==> config.mk <==
export PLATFORM = sky130hd
export DESIGN_NAME = alu_arbiter_flat
export DESIGN_NICKNAME = d
export VERILOG_FILES = /design/src/rtl/alu_arbiter_if.sv /design/src/rtl/alu_arbiter.sv /design/src/flat_wrapper.sv
export SDC_FILE = /design/constraint.sdc
export NUM_CORES = 1
export LEC_CHECK = 0
export CAP_MARGIN = 15
export CORE_MARGIN = 5
export CORE_UTILIZATION = 40
export CTS_CLUSTER_DIAMETER = 50
export DETAILED_ROUTE_END_ITERATION = 8
export GPL_TIMING_DRIVEN = 0
export PLACE_DENSITY_LB_ADDON = 0.08
export SYNTH_ARGS = -nofsm -noshare
export SYNTH_HDL_FRONTEND = slang
export SYNTH_SLANG_ARGS = --single-unit
==> constraint.sdc <==
create_clock -name clk -period 2.6 [get_ports clk]
set_input_delay 0.39 -clock clk [delete_from_list [all_inputs] [get_ports clk]]
set_output_delay 0.39 -clock clk [all_outputs]
set_load 0.1 [all_outputs]
==> src/rtl/alu_arbiter_if.sv <==
// Request, ALU and response signals between two requesters, the shared ALU and the arbiter.
// The arbiter connects through the slave modport; the environment uses master.
interface alu_arbiter_if #(
  parameter int unsigned WIDTH = 8
);
  logic             req0_valid;
  logic [WIDTH-1:0] req0_a;
  logic [WIDTH-1:0] req0_b;
  logic [1:0]       req0_op;
  logic             req0_ready_c;

  logic             req1_valid;
  logic [WIDTH-1:0] req1_a;
  logic [WIDTH-1:0] req1_b;
  logic [1:0]       req1_op;
  logic             req1_ready_c;

  logic [WIDTH-1:0] alu_a;
  logic [WIDTH-1:0] alu_b;
  logic [1:0]       alu_op;
  logic [WIDTH-1:0] alu_out;
  logic             alu_zero;
  logic             alu_lt;

  logic             rsp_valid;
  logic             rsp_id;
  logic [WIDTH-1:0] rsp_data;
  logic             rsp_zero;
  logic             rsp_lt;
  logic             rsp_ready;

  modport slave (
    input  req0_valid, req0_a, req0_b, req0_op,
    output req0_ready_c,
    input  req1_valid, req1_a, req1_b, req1_op,
    output req1_ready_c,
    output alu_a, alu_b, alu_op,
    input  alu_out, alu_zero, alu_lt,
    output rsp_valid, rsp_id, rsp_data, rsp_zero, rsp_lt,
    input  rsp_ready
  );

  modport master (
    output req0_valid, req0_a, req0_b, req0_op,
    input  req0_ready_c,
    output req1_valid, req1_a, req1_b, req1_op,
    input  req1_ready_c,
    input  alu_a, alu_b, alu_op,
    output alu_out, alu_zero, alu_lt,
    input  rsp_valid, rsp_id, rsp_data, rsp_zero, rsp_lt,
    output rsp_ready
  );
endinterface

==> src/rtl/alu_arbiter.sv <==
// Two-requester arbiter sharing one combinational ALU; one operation in flight,
// result returned on a tagged valid/ready response port.
module alu_arbiter #(
  parameter int unsigned WIDTH = 8,
  parameter bit          FAIR  = 1'b1
) (
  input  logic          clk,
  input  logic          rst_n,
  alu_arbiter_if.slave  bus
);
  typedef enum logic [1:0] {
    IDLE = 2'd0,
    EXEC = 2'd1,
    RESP = 2'd2
  } state_t;

  state_t state_q, state_d;
  logic   ptr_q, ptr_d;
  logic   gnt_any_c;
  logic   gnt_id_c;
  logic   accept_c;
  logic   capture_c;
  logic   release_c;

  // Lone requester wins outright; on contention the pointer (or requester 0) wins.
  always_comb begin
    gnt_any_c = bus.req0_valid | bus.req1_valid;
    if (bus.req0_valid & bus.req1_valid) begin
      gnt_id_c = FAIR ? ptr_q : 1'b0;
    end else begin
      gnt_id_c = bus.req1_valid;
    end
  end

  always_ff @(posedge clk or negedge rst_n) begin
    if (!rst_n) begin
      state_q <= IDLE;
      ptr_q   <= 1'b0;
    end else begin
      state_q <= state_d;
      ptr_q   <= ptr_d;
    end
  end

  always_comb begin
    state_d          = state_q;
    ptr_d            = ptr_q;
    accept_c         = 1'b0;
    capture_c        = 1'b0;
    release_c        = 1'b0;
    bus.req0_ready_c = 1'b0;
    bus.req1_ready_c = 1'b0;
    unique case (state_q)
      IDLE: begin
        if (gnt_any_c) begin
          accept_c         = 1'b1;
          bus.req0_ready_c = ~gnt_id_c;
          bus.req1_ready_c = gnt_id_c;
          state_d          = EXEC;
        end
      end
      EXEC: begin
        capture_c = 1'b1;
        state_d   = RESP;
      end
      RESP: begin
        if (bus.rsp_ready) begin
          release_c = 1'b1;
          state_d   = IDLE;
          // Hand contention priority to whoever was not just served.
          if (FAIR) begin
            ptr_d = ~bus.rsp_id;
          end
        end
      end
      default: state_d = IDLE;
    endcase
  end

  always_ff @(posedge clk or negedge rst_n) begin
    if (!rst_n) begin
      bus.alu_a     <= '0;
      bus.alu_b     <= '0;
      bus.alu_op    <= 2'b00;
      bus.rsp_valid <= 1'b0;
      bus.rsp_id    <= 1'b0;
      bus.rsp_data  <= '0;
      bus.rsp_zero  <= 1'b0;
      bus.rsp_lt    <= 1'b0;
    end else begin
      if (accept_c) begin
        bus.alu_a  <= gnt_id_c ? bus.req1_a  : bus.req0_a;
        bus.alu_b  <= gnt_id_c ? bus.req1_b  : bus.req0_b;
        bus.alu_op <= gnt_id_c ? bus.req1_op : bus.req0_op;
        bus.rsp_id <= gnt_id_c;
      end
      if (capture_c) begin
        bus.rsp_data  <= bus.alu_out;
        bus.rsp_zero  <= bus.alu_zero;
        bus.rsp_lt    <= bus.alu_lt;
        bus.rsp_valid <= 1'b1;
      end else if (release_c) begin
        bus.rsp_valid <= 1'b0;
      end
    end
  end
endmodule
==> src/flat_wrapper.sv <==
// flat-port wrapper written by rule: the top's interface ports become plain ports
module alu_arbiter_flat 
#(
  parameter int unsigned WIDTH = 8,
  parameter bit          FAIR  = 1'b1
)
  (clk, rst_n, bus_req0_valid, bus_req0_a, bus_req0_b, bus_req0_op, bus_req0_ready_c, bus_req1_valid, bus_req1_a, bus_req1_b, bus_req1_op, bus_req1_ready_c, bus_alu_a, bus_alu_b, bus_alu_op, bus_alu_out, bus_alu_zero, bus_alu_lt, bus_rsp_valid, bus_rsp_id, bus_rsp_data, bus_rsp_zero, bus_rsp_lt, bus_rsp_ready);
  alu_arbiter_if #(.WIDTH(WIDTH)) bus_i ();
  input  logic clk;
  input  logic rst_n;
  input wire logic [$bits(bus_i.req0_valid)-1:0] bus_req0_valid;
  input wire logic [$bits(bus_i.req0_a)-1:0] bus_req0_a;
  input wire logic [$bits(bus_i.req0_b)-1:0] bus_req0_b;
  input wire logic [$bits(bus_i.req0_op)-1:0] bus_req0_op;
  output wire logic [$bits(bus_i.req0_ready_c)-1:0] bus_req0_ready_c;
  input wire logic [$bits(bus_i.req1_valid)-1:0] bus_req1_valid;
  input wire logic [$bits(bus_i.req1_a)-1:0] bus_req1_a;
  input wire logic [$bits(bus_i.req1_b)-1:0] bus_req1_b;
  input wire logic [$bits(bus_i.req1_op)-1:0] bus_req1_op;
  output wire logic [$bits(bus_i.req1_ready_c)-1:0] bus_req1_ready_c;
  output wire logic [$bits(bus_i.alu_a)-1:0] bus_alu_a;
  output wire logic [$bits(bus_i.alu_b)-1:0] bus_alu_b;
  output wire logic [$bits(bus_i.alu_op)-1:0] bus_alu_op;
  input wire logic [$bits(bus_i.alu_out)-1:0] bus_alu_out;
  input wire logic [$bits(bus_i.alu_zero)-1:0] bus_alu_zero;
  input wire logic [$bits(bus_i.alu_lt)-1:0] bus_alu_lt;
  output wire logic [$bits(bus_i.rsp_valid)-1:0] bus_rsp_valid;
  output wire logic [$bits(bus_i.rsp_id)-1:0] bus_rsp_id;
  output wire logic [$bits(bus_i.rsp_data)-1:0] bus_rsp_data;
  output wire logic [$bits(bus_i.rsp_zero)-1:0] bus_rsp_zero;
  output wire logic [$bits(bus_i.rsp_lt)-1:0] bus_rsp_lt;
  input wire logic [$bits(bus_i.rsp_ready)-1:0] bus_rsp_ready;
  assign bus_i.req0_valid = bus_req0_valid;
  assign bus_i.req0_a = bus_req0_a;
  assign bus_i.req0_b = bus_req0_b;
  assign bus_i.req0_op = bus_req0_op;
  assign bus_req0_ready_c = bus_i.req0_ready_c;
  assign bus_i.req1_valid = bus_req1_valid;
  assign bus_i.req1_a = bus_req1_a;
  assign bus_i.req1_b = bus_req1_b;
  assign bus_i.req1_op = bus_req1_op;
  assign bus_req1_ready_c = bus_i.req1_ready_c;
  assign bus_alu_a = bus_i.alu_a;
  assign bus_alu_b = bus_i.alu_b;
  assign bus_alu_op = bus_i.alu_op;
  assign bus_i.alu_out = bus_alu_out;
  assign bus_i.alu_zero = bus_alu_zero;
  assign bus_i.alu_lt = bus_alu_lt;
  assign bus_rsp_valid = bus_i.rsp_valid;
  assign bus_rsp_id = bus_i.rsp_id;
  assign bus_rsp_data = bus_i.rsp_data;
  assign bus_rsp_zero = bus_i.rsp_zero;
  assign bus_rsp_lt = bus_i.rsp_lt;
  assign bus_i.rsp_ready = bus_rsp_ready;
  alu_arbiter #(.WIDTH(WIDTH), .FAIR(FAIR)) u_core (.clk(clk), .rst_n(rst_n), .bus(bus_i));
endmodule
Yosys cells after proc, flatten, opt, wreduce, memory -nomap -nowiden
Cells that the tools add are included.
Operators by class
  eq/ne operators: 4
  multiplexer cells: 18
  bitwise operators: 4
  reductions and logical operators: 4
Operators by type and width (number)
  $mux 8: 2
  $mux 1: 12
  $mux 2: 3
  $pmux 2 s3: 1
  $reduce_and 2->1: 2
  $eq 2x1->1 const B: 1
  $eq 2x2->1 const B: 1
  $logic_not 2->1: 1
  $ne 2x1->1 const B: 1
  $ne 2x2->1 const B: 1
  $not 1->1: 2
  $reduce_bool 2->1: 1
  $and 1x1->1: 1
  $or 1x1->1: 1
Word-level totals
  register bits: 33
  input bits: 51
  logic and storage cells: 40

Depth between registers and ports, before layout
  depth after elaboration: 5
  depth in mapped cells: 6
  depth with buffers taken out: 4

Worst setup path after synthesis
Ideal clock, no wire load.
  kind: flip-flop to output port
  start point: register u_core.ptr_q
  end point: output port bus_req0_ready_c
  arrival time: 2.206 ns
  data required time: 2.210 ns
  setup slack: 0.004 ns
  cell stages (with the launch flop): 4
  buffers on the path: 1
  path through: dfrtp_1 -> nand2b_1 -> clkbuf_1 -> a21oi_1
On the way
  cells in the longest elaborated chain, start to end: 4
Ends and longest elaborated chain
  start, declared: line alu_arbiter.sv:18  | logic ptr_q, ptr_d;
  start signal, assigned: line alu_arbiter.sv:41  | ptr_q <= ptr_d;
  $mux 1: line alu_arbiter.sv:28  | if (bus.req0_valid & bus.req1_valid) begin
  $not 1->1: line alu_arbiter.sv:57  | bus.req0_ready_c = ~gnt_id_c;
  $mux 1: line alu_arbiter.sv:55  | if (gnt_any_c) begin
  $mux 1: line alu_arbiter.sv:53  | unique case (state_q)
  end, declared: line flat_wrapper.sv:15  | output wire logic [$bits(bus_i.req0_ready_c)-1:0] bus_req0_ready_c;
No other way between the ends.

Worst setup path after layout
  start point: input port bus_req0_valid
  end point: output port bus_req0_ready_c
On the way
  cells in the longest elaborated chain, start to end: 5
  elaborated cells between the ends (all ways): 6
  those cells by class: mux (3); bitwise (3)
Ends and longest elaborated chain
  start, declared: line flat_wrapper.sv:11  | input wire logic [$bits(bus_i.req0_valid)-1:0] bus_req0_valid;
  $and 1x1->1: line alu_arbiter.sv:28
  $mux 1: line alu_arbiter.sv:28
  $not 1->1: line alu_arbiter.sv:57
  $mux 1 *: line alu_arbiter.sv:55
  $mux 1 *: line alu_arbiter.sv:53
Every way passes the cells marked *; elsewhere a longest branch is shown, timed or not.

==> summary.md <==
| Metric | Value |
|---|---|
| Vias in the first global route | `1,506` |
| Hold crit path type | `in -> async` |
| CTS max path bufs | `2` |
| Count leader, synth | `dfrtp_1` |
| Avg Cell Area, Syn | `10.7 sq um` |
| Cts hold-fix bufs | `0` |
| Most instantiated cells after synthesis | `33 x dfrtp_1, 21 x a21oi_1, 19 x o21ai_0, 18 x nand3_1` |
| Critical Path End Type | `output pin` |
| Post-DP HPWL | `roughly 3.2 mm` |
| Ports | `83` |
| Clock skew | `around 0.0033 ns` |
| # placed instances | `about 280` |
| Clock transition at path regs | `0.06 ns` |
| # port buffers | `82` |
| Initial Utilization | `42.0%` |
| Largest cells by area after synthesis | `dfrtp_1 53%, a31oi_2 7.2%, a21oi_1 6.7%` |
| Crit path capture | `bus_req0_ready_c` |
| Worst reg-to-reg setup slack | `1.20 ns` |
| Slowest-stage cell, CP | `clkdlybuf4s15_2` |
| Drt pass-1 iters | `4` |
| Critical path type | `in -> out` |
| Initial antenna violation count | `0` |
| Met2 WL | `around 2.1 mm` |
| Largest net degree at the start of global routing | `34` |
| H-tree Lvls | `2` |
| First-pass GRT wire length | `6.98 mm` |
| Cell Area, Synth | `1570 sq um` |
| R2R depth | `4` |
| CP max stage delay | `0.58 ns` |
| Layout area overhead | `60.7%` |
| Required @ worst endpoint | `2.21 ns` |
| Critical Path Start Type | `primary input` |
| Post-route antenna net violation count | `0` |
| Slew Limit Fails | `0` |
| Max-cap viol count | `0` |
| DRT iter0 DRCs | `40` |
| Die Height | `slightly above 70 um` |
| Clock sink total | `33` |
| Die area | `5280 sq um` |
| CTS tree | `yes` |
| Share of cells above drive strength 1 | `12.7%` |
| DR vias | `1,465` |
| EDFF count, synth | `0` |
| Setup bufs post-CTS | `0` |
| FMAX | `roughly 0.41 GHz` |
| GRT Residual Overflow | `0` |
| DRC violations left | `0` |
| CP Data Arrival Time | `2.03 ns` |
| Yosys warns | `0` |
| GRT Util Overall | `16.8%` |
| Ant. Diodes | `0` |
| Met3 Wirelength | `343 um` |
| Share of the clock period used by the worst path | `93.0%` |
| Slew HR | `33.9%` |
| Setup crit start | `bus_req0_valid` |
| Post-Layout Cell Count | `between 200 and 300` |
| Status | `completed` |
| Synth async-reset ratio | `100%` |
| Worst-skew pair later-pin latency | `~0.27 ns` |
| RSZ-0062 raised after global routing | `false` |
| Final setup margin | `0.182 ns` |
| CTS Buf Count | `5` |
| Pre-CTS setup slack | `-0.502 ns` |
| Worst r2r dst | `u_core.bus.alu_b[6]` |
| Main synth FF type | `dfrtp_1` |
| Uppermost layer routed | `met4` |
| Synth area leader | `dfrtp_1` |
| Final Setup Violations | `0` |
| Post-synthesis cell type count | `25` |
| CP cell instances | `clkdlybuf4s50_1 -> nand2b_1 -> clkbuf_1 -> a21oi_1 -> clkdlybuf4s15_2` |
| Routed WL | `4.24 mm` |
| CP Max Fanout | `10` |
| Post-DR vias/cell | `5.14` |
| Post-synthesis sequential area ratio | `52.5%` |
| Die Wd | `72.7 um` |
| RR Startpoint | `u_core.ptr_q` |
| Core box area | `3740 sq um` |
| Top-area cell type share of the netlist area | `52.5%` |
| Syn Inst Count | `147` |
| GP Congestion | `around 0.79` |
| Clock root cell | `clkbuf_8` |
| Flops & latches, synth | `33` |
| FP Rows | `22` |
| Syn Nets | `198` |
| Worst-Margin Slew | `between 0.9 and 1 ns` |
| Metal-1 WL | `1.73 mm` |
| Post-placement cell area | `2450 sq um` |
| Final hold vios | `0` |
| Final instance area | `approximately 2500 sq um` |
| Final Net Count | `approximately 290` |
| Drt wl/cell | `14.9 um` |
| Min Tclk post-route | `2.42 ns` |
-- flip-flops by register name, summed over array words and instances, names as in the netlist, 2 cells and up --
signal               flops
u_core.bus.rsp_data      8
u_core.state_q           2
u_core.bus.alu_op        2
u_core.bus.alu_b         8
u_core.bus.alu_a         8
-- cells in the final DEF (no fill, tap or decap), types with 3 or more instances in the layout --
master,n
a31oi_2,9
a31oi_1,9
clkdlybuf4s50_1,79
clkbuf_8,5
dfrtp_1,33
buf_4,3
clkbuf_1,6
mux2_1,9
nand3_1,18
a21oi_1,21
o21ai_0,19
buf_2,4
-- worst min-delay path by stage --
stage | end | slack (ns) | cells past startpoint
after global routing | u_core.bus.rsp_data[0] | 0.23 | 1
after floorplan | u_core.bus.alu_a[0] | 0.09 | 0
after global placement | u_core.bus.rsp_data[5] | 0.47 | 1
after detailed placement | u_core.bus.rsp_data[4] | 0.48 | 1
after CTS | u_core.bus.rsp_data[3] | 0.18 | 1
final | u_core.bus.rsp_data[0] | 0.17 | 1
-- routing by layer --
| layer | GRT usage [%] | vias to the layer above |
|---|---|---|
| met5 | 0 | - |
| met4 | 5.53 | 0 |
| met3 | 3.72 | 2 |
| met2 | 28.5 | 64 |
| met1 | 21.2 | 682 |
| li1 | - | 717 |
-- through the flow --
step / setup TNS [ns] / util (%) / hold WS, ns
global placement: -0.835 / 65.5 / 0.465
global route: 0 / 67.5 / 0.231
finish: 0 / 67.5 / 0.168
CTS: 0 / 67.6 / 0.183
floorplan: 0 / - / 0.0944
detailed placement: -0.901 / 65.4 / 0.475
-- critical path, delay by kind of cell --
kind / cells / cell delay (ns)
buffers and inverters: 3 / 1.31
AO/OA/AOI/OAI: 1 / 0.25
AND/OR/NAND/NOR: 1 / 0.08
-- cell families after synthesis --
family                 synth area share [%]
and+or+nand+nor                        10.8
muxes                                  7.17
buffers and inverters                  5.57
AOI/OAI and AO/OA                      24.0
DFF                                    52.5
-- cell type report --
class | instances | area (sq um)
buffer | 12 | 73.8
clock buffer | 6 | 72.6
clock inverter | 2 | 10.0
fill | 292 | 1220
inverter | 3 | 13.8
multi-input combinational | 99 | 658
sequential | 33 | 826
tap | 48 | 60.1
timing repair buffer | 82 | 812
-- repair_timing --
| action | in CTS | in global routing |
|---|---|---|
| endpoints found under the setup margin | 2 | 1 |
| resized for setup | 6 | 2 |
| endpoints found under the hold margin | 0 | 0 |
Power is not shown: default switching activity piles up to over one toggle a cycle in this logic, so the estimate is an artifact.
==> RTL edit 1: new RTL, config.mk and constraints unchanged <==
Encoding of `state_t`: now one-hot (3 bits for 3 states).
--- a/src/rtl/alu_arbiter.sv
+++ b/src/rtl/alu_arbiter.sv
@@ -8,10 +8,10 @@
   input  logic          rst_n,
   alu_arbiter_if.slave  bus
 );
-  typedef enum logic [1:0] {
-    IDLE = 2'd0,
-    EXEC = 2'd1,
-    RESP = 2'd2
+  typedef enum logic [2:0] {
+    IDLE = 3'b001,
+    EXEC = 3'b010,
+    RESP = 3'b100
   } state_t;
 
   state_t state_q, state_d;
Formal check against the unedited RTL: same outputs for any inputs over 10 cycles, from zero or initial values and one cycle with rst_n low; not proved beyond that.
==> RTL edit 1 against the unedited design <==
Wire length shrank 4.5%; non-clock buffer count down 3; highest routed layer unchanged; setup slack worse by 0.054 ns; core utilization down 0.13 points; synthesized area is essentially flat; die area barely moved; synthesized cell count fell by 20%; cell area shrank 0.20%; sequential cell count is 1 higher; maximum frequency fell by 2.2%.
Power is left out: the tool's default activity adds up to more than one toggle a clock period on the data nets, which glitch-free logic cannot reach.
==> RTL edit 1: results (changes against the unedited design) <==
grt_pass1_wl_um: 6340  # was 6980 µm
final_nets: 257  # was 287
drt-total-wl_um: 4050  # was 4240 µm
synth_xor_area_share_pct: 0  # unchanged
synth_fp_nets: 168  # was 198
cts_root_buf: "clkbuf_8"  # unchanged
synth_area_leaders: "dfrtp_1 (53%), o221a_1 (13%), a21o_1 (8.6%)"  # was dfrtp_1 (53%), a31oi_2 (7.2%), a21oi_1 (6.7%)
wl_met1_um: 1690  # was 1730 µm
place.port_buffers: 82  # unchanged
drive_gt1_share_pct: 15.9  # was 12.7%
grt_use_met2_pct: 25.3  # was 28.5%
yosys_warnings: 0  # unchanged
routed_via_density: 5.21  # was 5.14
num_vias: 1328  # was 1,465
synth_compound_area_share_pct: 24.6  # was 24.0%
grt_pass1_vias: 1368  # was 1,506
drt_first_pass_iters: 4  # unchanged
route.met3.wl_um: 390  # was 343 µm
synth_ff_type: "dfrtp_1"  # unchanged
fin_skew_ns: 0.00593  # was 0.00333 ns
cp_max_fo: 10  # unchanged
h-tree-depth: 2  # unchanged
synth_common_cells: "dfrtp_1 (33), a21o_1 (18), o221a_1 (18), mux2_2 (10), nor2_1 (6)"  # was dfrtp_1 (33), a21oi_1 (21), o21ai_0 (19), nand3_1 (18)
relSlewSlack_pct: 33.4  # was 33.9%
grt_use_met3_pct: 5.65  # was 3.72%
dp_hpwl_um: 3100  # was 3240 µm
ctsLongestPathBuffers: 2  # unchanged
wl_met2_um: 1930  # was 2140 µm
grt_start_max_net_pins: 35  # was 34
synth-seq-area-share_pct: 54.3  # was 52.5%
grtUsageMet1_pct: 18.7  # was 21.2%
hold_class: "primary input to asynchronous set/reset pin"  # unchanged
cp_data_arrival_time_ns: 2.08  # was 2.03 ns
place_ws_ns: -0.424  # was -0.502 ns
antenna_found_initial: 0  # unchanged
top_layer: "met4"  # unchanged
status: "completed"  # unchanged
synthMuxAreaShare_pct: 7.81  # was 7.17%
cts_resized: 6  # unchanged
ff2ff_setup_slack_ns: 0.98  # was 1.20 ns
top_regs: "u_core.bus.alu_a x8, u_core.bus.alu_b x8, u_core.bus.rsp_data x8"  # unchanged
crit_path_start: "u_core.state_q[0]$_DFFE_PN1P_"  # was bus_req0_valid
grt_util_all_layers_pct: 15.4  # was 16.8%
async_flop_share_pct: 100  # unchanged
synthAdderAreaFrac_pct: 0  # unchanged
n_antenna_cell: 0  # unchanged
dp_cells: 247  # was 277
dpl_cell_area_um2: 2450  # about the same
routabilityCongestion: 0.723  # was 0.792
drt_iter0_markers: 84  # was 40
hold_slack_ns: 0.174  # was 0.168 ns
numCtsBuffers: 5  # unchanged
synthCells: 117  # was 147
period_needed_ns: 2.47  # was 2.42 ns
clock_latency_ns: 0.28
-- RTL edit 1: worst max-delay path, stage by stage (launching register included) --
cell and delay, ns:
dfstp_2 0.56, nor3b_4 0.24, buf_6 0.18, nand3_4 0.09, buf_6 0.15, inv_1 0.05
clkdlybuf4s18_2 0.53
-- RTL edit 1: final cells by class --
type / count / area, µm²
clock buffer: 8 / 80.1
tap: 48 / 60.1
timing repair buffer: 82 / 811
sequential: 34 / 852
fill: 280 / 1220
buffer: 9 / 81.3
inverter: 2 / 7.51
multi-input combinational: 72 / 629
-- RTL edit 1: final timing paths --
kind                                                      endpoint  depth (start not counted)
worst min-delay path                 u_core.state_q[1]$_DFFE_PN0P_                          1
worst min register to register  u_core.bus.rsp_data[3]$_DFFE_PN0N_                          1
worst max register to register     u_core.bus.alu_b[4]$_DFFE_PN0P_                          4
max in group asynchronous          u_core.bus.alu_a[0]$_DFFE_PN0P_                          1
worst max-delay path                              bus_req1_ready_c                          6
min in group clk                u_core.bus.rsp_data[3]$_DFFE_PN0N_                          1
==> RTL edit 2: new RTL, same settings <==
Without the edit above. `WIDTH` is set to 8 in 3 places; all go to 6.
--- a/src/rtl/alu_arbiter_if.sv
+++ b/src/rtl/alu_arbiter_if.sv
@@ -1,7 +1,7 @@
 // Request, ALU and response signals between two requesters, the shared ALU and the arbiter.
 // The arbiter connects through the slave modport; the environment uses master.
 interface alu_arbiter_if #(
-  parameter int unsigned WIDTH = 8
+  parameter int unsigned WIDTH = 6
 );
   logic             req0_valid;
   logic [WIDTH-1:0] req0_a;
--- a/src/rtl/alu_arbiter.sv
+++ b/src/rtl/alu_arbiter.sv
@@ -1,7 +1,7 @@
 // Two-requester arbiter sharing one combinational ALU; one operation in flight,
 // result returned on a tagged valid/ready response port.
 module alu_arbiter #(
-  parameter int unsigned WIDTH = 8,
+  parameter int unsigned WIDTH = 6,
   parameter bit          FAIR  = 1'b1
 ) (
   input  logic          clk,
--- a/src/flat_wrapper.sv
+++ b/src/flat_wrapper.sv
@@ -1,7 +1,7 @@
 // flat-port wrapper written by rule: the top's interface ports become plain ports
 module alu_arbiter_flat 
 #(
-  parameter int unsigned WIDTH = 8,
+  parameter int unsigned WIDTH = 6,
   parameter bit          FAIR  = 1'b1
 )
   (clk, rst_n, bus_req0_valid, bus_req0_a, bus_req0_b, bus_req0_op, bus_req0_ready_c, bus_req1_valid, bus_req1_a, bus_req1_b, bus_req1_op, bus_req1_ready_c, bus_alu_a, bus_alu_b, bus_alu_op, bus_alu_out, bus_alu_zero, bus_alu_lt, bus_rsp_valid, bus_rsp_id, bus_rsp_data, bus_rsp_zero, bus_rsp_lt, bus_rsp_ready);
Interface: changed (8 resized); port bits go from 83 to 67. The function was not compared with the original's and may differ.
==> RTL edit 2 against the unedited design <==
Clock skew is 0.0017 ns lower; maximum frequency is 3.1% lower; worst hold slack better by 0.18 ns; synthesized cell count is 17% lower; critical path type unchanged; sequential share of layout area is 1.0 points lower; synthesized area is 13% lower; highest routed layer unchanged; core utilization is 3.0 points lower; setup slack worse by 0.077 ns; sequential cell count is 6 lower; cell area is 16% lower; wire length is 14% lower.
Power is left out: the tool's default activity adds up to more than one toggle a clock period on the data nets, which glitch-free logic cannot reach.
==> RTL edit 2: results (changes against the unedited design) <==
status: "completed"  # unchanged
drt-total-wl_um: 3670  # was 4240 µm
h-tree-depth: 1  # was 2
n_fill_cell: 291  # was 292
numCtsBuffers: 3  # was 5
place.port_buffers: 65  # was 82
final_nets: 234  # was 287
synth_area_leaders: "dfrtp_1 (49%), a31oi_2 (8.2%), mux2_1 (6.6%)"  # was dfrtp_1 (53%), a31oi_2 (7.2%), a21oi_1 (6.7%)
synth_cell_types: 24  # was 25
wl_met1_um: 1500  # was 1730 µm
dp_hpwl_um: 2920  # was 3240 µm
cp_data_arrival_time_ns: 2.11  # was 2.03 ns
num_vias: 1213  # was 1,465
clk_pin_slew_ns: 0.14  # was 0.06 ns
grt_start_max_net_pins: 20  # was 34
top_regs: "u_core.bus.alu_a x6, u_core.bus.alu_b x6, u_core.bus.rsp_data x6"  # was u_core.bus.alu_a x8, u_core.bus.alu_b x8, u_core.bus.rsp_data x8
route.met3.wl_um: 229  # was 343 µm
synth_fp_nets: 163  # was 198
cpPeakStageDelay_ns: 0.83  # was 0.58 ns
hold_class: "primary input to flop"  # was primary input to asynchronous set/reset pin
wl_met2_um: 1910  # was 2140 µm
fin_skew_ns: 0.00160  # was 0.00333 ns
grt_pass1_vias: 1278  # was 1,506
dpl_cell_area_um2: 2110  # was 2450 µm²
clock_latency_ns: 0.32  # was 0.27 ns
synth_common_cells: "dfrtp_1 (27), o21ai_0 (15), nand3_1 (14), a21oi_2 (9), a31oi_2 (9)"  # was dfrtp_1 (33), a21oi_1 (21), o21ai_0 (19), nand3_1 (18)
r2r-end: "u_core.bus.alu_a[5]$_DFFE_PN0P_"  # was u_core.bus.alu_b[6]$_DFFE_PN0P_
==> RTL edit 2: area by class of cell <==
| cell class | count | share of cell area [%] |
|---|---|---|
| multi-input combinational | 81 | 28.1 |
| sequential | 27 | 31.7 |
| timing repair buffer | 66 | 31.8 |
| tap | 46 | 2.70 |
| inverter | 3 | 0.645 |
| clock buffer | 3 | 1.06 |
| clock inverter | 1 | 0.234 |
| buffer | 11 | 3.75 |
==> RTL edit 2: cells by family (layout without fill, tap and decap cells) <==
kind of cell	count (synthesis)	count (layout)	share of synthesized area [%]
buf+inv	14	84	6.87
compound gates	47	47	25.3
flops	27	27	49.5
simple gates	26	26	11.8
mux	8	8	6.59
==> RTL edit 2: worst max path at each step <==
stage,end,slack (ns),cells after the start
detailed placement,bus_req0_ready_c,-0.39,6
finish,bus_req1_ready_c,0.11,5
CTS,bus_req1_ready_c,0.07,3
global route,bus_req1_ready_c,0.02,5
global placement,bus_req0_ready_c,-0.39,6
floorplan,bus_req0_ready_c,0.54,4
==> RTL edit 2: what timing repair did <==
| action | CTS | global route |
|---|---|---|
| pin swaps | 0 | 0 |
| gates resized for setup | 4 | 1 |
| endpoints found under the setup margin | 2 | 1 |
| hold endpoints to repair | 0 | 0 |
==> RTL edit 2: per-layer routing <==
metal / GRT usage [%] / vias up
met5: 0 / -
met4: 5.46 / 0
li1: - / 578
met1: 20.6 / 589
met3: 3.78 / 4
met2: 28.4 / 42
==> RTL edit 2: per-stage QoR <==
| step | cells | TNS, ns | utilization [%] | hold WS, ns | setup slack, ns |
|---|---|---|---|---|---|
| 2_1_floorplan | 122 | 0 | - | 0.0944 | 0.544 |
| 3_3_place_gp | 233 | -0.571 | 62.8 | 0.467 | -0.387 |
| 3_5_place_dp | 234 | -0.591 | 63.6 | 0.477 | -0.395 |
| 4_1_cts | 238 | 0 | 64.4 | 0.338 | 0.0700 |
| 5_1_grt | 238 | 0 | 64.5 | 0.344 | 0.0235 |
| 6_report | 238 | 0 | 64.5 | 0.345 | 0.105 |
==> RTL edit 2: worst min-delay path, stage by stage <==
cell,delay (ns)
buf_6,0.11
nand3_1,0.07
a31oi_1,0.07
